$ cat src/rtl/ram_pkg.sv
// ram_pkg: shared types, read-mode constants and lane-count helper for param_dual_port_ram
package ram_pkg;
  typedef enum logic {ST_CLEAR, ST_READY} state_t;
  localparam int READ_ASYNC = 0;
  localparam int READ_SYNC = 1;
  function automatic int lanes(int data_w, int byte_w);
    return data_w / byte_w;
  endfunction
endpackage

$ cat src/rtl/ram_parity_gen.sv
// ram_parity_gen: per-lane even-parity generator
// Ports: i_data (NB*BYTE_W) in, o_par (NB) out, one parity bit per byte lane.
module ram_parity_gen #(
  parameter int NB = 1,
  parameter int BYTE_W = 8
) (
  input  logic [NB*BYTE_W-1:0] i_data,
  output logic [NB-1:0]        o_par
);
  for (genvar i = 0; i < NB; i++) begin : g_lane
    assign o_par[i] = ^i_data[i*BYTE_W +: BYTE_W];
  end
endmodule

$ cat src/rtl/param_dual_port_ram.sv
// param_dual_port_ram: simple-dual-port RAM with byte enables, clear engine and optional lane parity
// Ports: clk, rst (sync, active-high), clr; write port we/wbe/waddr/wdata/inj_err;
// read port re/raddr -> rdata/rvalid/parity_err; status ready, wr_drop.
// Optional feature: define RAM_PARITY_EN to store and check one even-parity bit per lane.
module param_dual_port_ram
  import ram_pkg::*;
#(
  parameter int DATA_W = 8,
  parameter int BYTE_W = 8,
  parameter int ADDR_W = 3,
  parameter int DEPTH = 8,
  parameter int READ_MODE = READ_ASYNC
) (
  input  logic                               clk,
  input  logic                               rst,
  input  logic                               clr,
  input  logic                               we,
  input  logic [lanes(DATA_W, BYTE_W)-1:0]   wbe,
  input  logic [ADDR_W-1:0]                  waddr,
  input  logic [DATA_W-1:0]                  wdata,
  input  logic                               re,
  input  logic [ADDR_W-1:0]                  raddr,
  output logic [DATA_W-1:0]                  rdata,
  output logic                               rvalid,
  output logic                               ready,
  output logic                               wr_drop,
  input  logic                               inj_err,
  output logic [lanes(DATA_W, BYTE_W)-1:0]   parity_err
);
  localparam int NB = lanes(DATA_W, BYTE_W);
  localparam logic [ADDR_W-1:0] LAST = ADDR_W'(DEPTH - 1);
  localparam logic [ADDR_W:0] DEPTH_L = (ADDR_W + 1)'(DEPTH);
  state_t r_state, w_next;
  logic [ADDR_W-1:0] r_cnt;
  logic [DATA_W-1:0] r_mem [DEPTH];
  logic r_wr_drop;
  logic w_ready, w_wr_ok, w_rd_in, w_rd_ok;
  logic [DATA_W-1:0] w_rd;
  logic [NB-1:0] w_perr;
  assign w_ready = r_state == ST_READY;
  // a write sampled together with clr loses to the clear
  assign w_wr_ok = w_ready & we & ~clr & ~rst & ({1'b0, waddr} < DEPTH_L);
  assign w_rd_in = {1'b0, raddr} < DEPTH_L;
  assign w_rd = w_rd_in ? r_mem[raddr] : '0;
  assign w_rd_ok = re & w_ready;
  assign ready = w_ready;
  assign wr_drop = r_wr_drop;
  always_comb begin
    w_next = clr ? ST_CLEAR : (r_state == ST_CLEAR && r_cnt == LAST) ? ST_READY : r_state;
  end
  always_ff @(posedge clk) begin
    if (rst) begin
      r_state <= ST_CLEAR;
      r_cnt <= '0;
      r_wr_drop <= 1'b0;
    end else begin
      r_state <= w_next;
      r_cnt <= (clr || r_state == ST_READY || r_cnt == LAST) ? '0 : r_cnt + 1'b1;
      r_wr_drop <= we & (~w_ready | clr);
    end
  end
  always_ff @(posedge clk) begin
    if (r_state == ST_CLEAR)
      r_mem[r_cnt] <= '0;
    else if (w_wr_ok)
      for (int i = 0; i < NB; i++)
        if (wbe[i]) r_mem[waddr][i*BYTE_W +: BYTE_W] <= wdata[i*BYTE_W +: BYTE_W];
  end
`ifdef RAM_PARITY_EN
  logic [NB-1:0] r_par [DEPTH];
  logic [NB-1:0] w_wpar, w_rpar;
  ram_parity_gen #(.NB(NB), .BYTE_W(BYTE_W)) u_wpar (.i_data(wdata), .o_par(w_wpar));
  ram_parity_gen #(.NB(NB), .BYTE_W(BYTE_W)) u_rpar (.i_data(w_rd), .o_par(w_rpar));
  always_ff @(posedge clk) begin
    if (r_state == ST_CLEAR)
      r_par[r_cnt] <= '0;
    else if (w_wr_ok)
      for (int i = 0; i < NB; i++)
        if (wbe[i]) r_par[waddr][i] <= w_wpar[i] ^ inj_err;
  end
  assign w_perr = w_rd_in ? (r_par[raddr] ^ w_rpar) : '0;
`else
  logic w_unused;
  assign w_unused = inj_err;
  assign w_perr = '0;
`endif
  if (READ_MODE == READ_SYNC) begin : g_sync
    logic [DATA_W-1:0] r_rdata;
    logic r_rvalid;
    logic [NB-1:0] r_perr;
    always_ff @(posedge clk) begin
      if (rst) begin
        r_rdata <= '0;
        r_rvalid <= 1'b0;
        r_perr <= '0;
      end else begin
        r_rvalid <= w_rd_ok;
        r_perr <= w_rd_ok ? w_perr : '0;
        if (w_rd_ok) r_rdata <= w_rd;
      end
    end
    assign rdata = r_rdata;
    assign rvalid = r_rvalid;
    assign parity_err = r_perr;
  end else begin : g_async
    assign rdata = w_ready ? w_rd : '0;
    assign rvalid = w_rd_ok;
    assign parity_err = w_rd_ok ? w_perr : '0;
  end
endmodule

$ cat config.mk
export PLATFORM = sky130hd
export DESIGN_NAME = param_dual_port_ram
export DESIGN_NICKNAME = d
export VERILOG_FILES = /design/src/rtl/ram_pkg.sv /design/src/rtl/ram_parity_gen.sv /design/src/rtl/param_dual_port_ram.sv
export SDC_FILE = /design/constraint.sdc
export NUM_CORES = 1
export LEC_CHECK = 0
export ABC_CLOCK_PERIOD_IN_PS = 1800
export BUFFER_PORTS_ARGS = -buffer_cell sky130_fd_sc_hd__buf_2
export CORE_ASPECT_RATIO = 0.9
export CORE_MARGIN = 1
export CORE_UTILIZATION = 45
export CTS_CLUSTER_SIZE = 10
export DETAILED_ROUTE_END_ITERATION = 16
export GPL_ROUTABILITY_DRIVEN = 0
export HOLD_SLACK_MARGIN = 0.06
export PLACE_DENSITY = 0.77
export SLEW_MARGIN = 10
export SYNTH_ARGS = -nofsm -noshare
export SYNTH_HDL_FRONTEND = slang
export SYNTH_SLANG_ARGS = --single-unit
$ cat constraint.sdc
create_clock -name clk -period 1.8 [get_ports clk]
set_input_delay 0.18 -clock clk [delete_from_list [all_inputs] [get_ports clk]]
set_output_delay 0.18 -clock clk [all_outputs]
set_load 0.03 [all_outputs]
==> reports/metrics.sh <==
RESULT_OF_THE_RUN='finished clean'
CRITICALPATHCATEGORY='reg2out'
NETS=222
DRTPASS1ITERATIONS=4
FMAXACHIEVABLE_MHz=570
DIE_W_UM=85.8
GRT_OVERFLOW=0
DP.FINAL_HPWL_MM=3.33
TRITONCTS='yes'
PEAKVDDDROP_mV=0.701
YS_SEQ_AREA_SHARE_PCT=71.1
HOLD_START='we'
CTS_NUM_SINKS=69
H-TREE-DEPTH=3
CP.REQUIRED_NS=1.62
VIAS_IN_THE_FIRST_GLOBAL_ROUTE=1535
MAX-CLOCK-PATH-BUFFERS=2
HOLDWS_NS=0.110
POWER-PER-CELL-AREA_nW_PER_UM2=963
PATH_CELLS='mux4_2 > mux2i_1 > nor2_1 > buf_4'
SYNTH.TOP_CELLS.BY_AREA='edfxtp_1 68%, mux4_2 7.9%, mux4_1 5.5%'
ROUTE.FINAL.WIRE_LENGTH_MM=5.28
SYNTH_TOP_AREA_SHARE_PCT=67.6
CP_TOP_FAMILY='multiplexers'
REG2REG_FROM='r_cnt[1]'
VIA_COUNT=1518
FINAL-INSTANCE-COUNT-EXCL-FILL=291
POST_SYNTH.CELL_AREA_AVG_UM2=19.0
PLACE.DETAILED.INSTANCES=272
FLOORPLAN.DIE.HEIGHT_UM=77.4
NETLIST-CELL-TYPE-COUNT=27
SYNTH_LARGEST_AREA_CELL='edfxtp_1'
DRT-WIRELENGTH-PER-CELL_UM=18.1
DRCVIOLATIONCOUNT=0
LAYOUT.CORE_UTILIZATION_PCT=55.7
FINAL.SETUP_SKEW_NS=0.00736
MAPPEDNETLISTNETS=173
FINAL_CRITICAL_DELAY_INCLUDING_SETUP_AND_EXTERNAL_DELAYS_NS=1.75
SYNTH_CELLS=150
POWER.TOTAL_mW=3.28
MOSTFREQUENTLAYOUTCELLS='64 x edfxtp_1, 26 x buf_2, 15 x mux4_2'
HP_CLASS='in2reg'
CRITPATHSLOWESTCELL='mux4_2'
GRT_FIRST_PASS_WIRELENGTH_MM=8.35
SLEW_VIOL_FINAL=0
CLOCK_LATENCY_NS=0.33
CORE_AREA_UM2=6110
WORST_HOLD_PATH.NUM_CELLS=2
FRACTION_OF_FINAL_LAYOUT_CELLS_WITH_DRIVE_STRENGTH_GREATER_THAN_1_PCT=37.7
WORSTSETUPSTARTPOINT='r_mem[2][1]'
DIE_AREA_UM2=6640
EFFECTIVE_UTILIZATION_AT_FLOORPLAN_PCT=46.5
DETAIL-ROUTE-ANTENNA-NETS=0
CRIT_BUF_INV=1
SETUP_VIOL_COUNT_FINAL=0
WORST_SETUP_PATH_START_KIND='flop'
REG2REG_TO='r_cnt[0]'
SYNTH-WARNING-COUNT=0
TIMING.REG2REG.WORST_PATH_DEPTH=4
YS_FF_LATCH=69
CAP_VIOLATIONS=0
POST-ROUTE-PERIOD-UTIL_PCT=97.4
UNREPAIRED_SETUP_ENDPOINTS_AFTER_GLOBAL_ROUTING='yes'
SETUP.WORST_PATH.END_CLASS='primary output'
TIMING.CRITICAL_PATH.SLOWEST_CELL_DELAY_NS=0.47
FLOP_TO_FLOP_SETUP_SLACK_NS=0.18
GRT_START_MAX_NET_PINS=17
POWER.STATIC_LEAKAGE_nW=1.36
GLOBALROUTETOTALUTIL_PCT=18.1
AREA_GROWTH_PCT=19.8
ANTENNADIODECOUNT=0
TIMING.HOLD.WORST_ENDPOINT='wr_drop'
CP.ARRIVAL_NS=1.57
HIGHEST_FANOUT_SEEN_ON_THE_CRITICAL_PATH=1
IO_PORT_BUFS=30
FINAL-HOLD-VIOLATION-COUNT=0
DR.FIRST_ITER.DRC_COUNT=77
POST_DRT_VIA_CELL_RATIO=5.22
CTS_BUFFERS=9
ROWS=27
IOS=33
SYN-CELL-AREA_UM2=2840
WORST_SETUP_HOLD_PATH_CLK_SLEW_NS=0.08
GRT_ANTENNA_BEFORE_REPAIR=0
MOSTFREQUENTLAYOUTCELL='edfxtp_1'
CLOCKROOTBUFFER='clkbuf_8'
[timing repair]
item                                    in CTS  in global routing
setup buffers                                0                  0
gates resized for setup                      3                 11
hold buffers                                 3                  0
endpoints found under the setup margin       2                 47
hold endpoints to repair                     2                  0
[worst max path at each step]
| stage | to | slack (ns) | depth (start not counted) |
|---|---|---|---|
| after detailed placement | rdata[1] | 0.18 | 6 |
| after global placement | rdata[1] | 0.20 | 6 |
| after global routing | rdata[1] | -0.05 | 4 |
| final | rdata[1] | 0.05 | 4 |
| after CTS | rdata[2] | 0.003 | 4 |
| after floorplan | r_mem[4][0] | 0.06 | 3 |
[cell families after synthesis]
kind of cell,Yosys count,synth area share [%]
other,1,0.132
DFF,69,71.1
buffers and inverters,8,2.24
adders and majority gates,2,0.880
muxes,24,16.3
and+or+nand+nor,37,7.08
AOI/OAI and AO/OA,9,2.29
[synthesized netlist by cell type (all sizes together)]
cell type	number
or2	1
nor4	1
buf	6
o22ai	6
conb	1
or3	1
o32ai	2
clkinv	1
nand2b	4
and2	9
inv	1
nor2	10
o211a	1
and3	2
mux2i	8
dfxtp	5
and4b	1
mux4	16
nand2	5
and4	2
ha	2
nor3	1
edfxtp	64
[metrics by stage]
| stage | area [um2] | worst slack [ns] | TNS, ns |
|---|---|---|---|
| after floorplan | 2860 | 0.0552 | 0 |
| after global placement | 3160 | 0.203 | 0 |
| after detailed placement | 3160 | 0.177 | 0 |
| after CTS | 3400 | 0.00343 | 0 |
| after global routing | 3410 | -0.0459 | -0.141 |
| final | 3410 | 0.0462 | 0 |
[cell type report]
type / instances / area (um2)
flip-flops and latches: 69 / 2020
repair buffers: 44 / 285
fillers: 485 / 2710
clock inverters: 7 / 98.8
multi-input cells: 73 / 762
clock buffers: 9 / 124
inverters: 2 / 7.51
well taps: 87 / 109
[flip-flops by register name (all words and copies together), names as in the netlist]
register,count
r_mem,64
r_cnt,3
ready,1
wr_drop,1
[where the power goes]
part           switching [mW]  internal, mW  leakage [nW]
Sequential            0.00794          1.75         0.755
Combinational          0.0733        0.0748         0.491
Clock                   0.585         0.786         0.110
Total                   0.666          2.61          1.36
[worst reg2reg max path, cell delays in order (launching register included)]
cell           delay [ns]
dfxtp_1              0.38
ha_1                 0.22
ha_1                 0.21
nor4_2               0.19
dlygate4sd3_1        0.57
[per-layer routing]
metal / GRT usage [%] / vias to the layer above / part of all wire (%)
li1: - / 702 / -
met1: 23.1 / 759 / 44
met5: 0 / - / 0
met4: 5.00 / 0 / 0.51
met2: 29.3 / 53 / 49
met3: 6.70 / 4 / 6.2
Power figures use the tool's default switching activity.
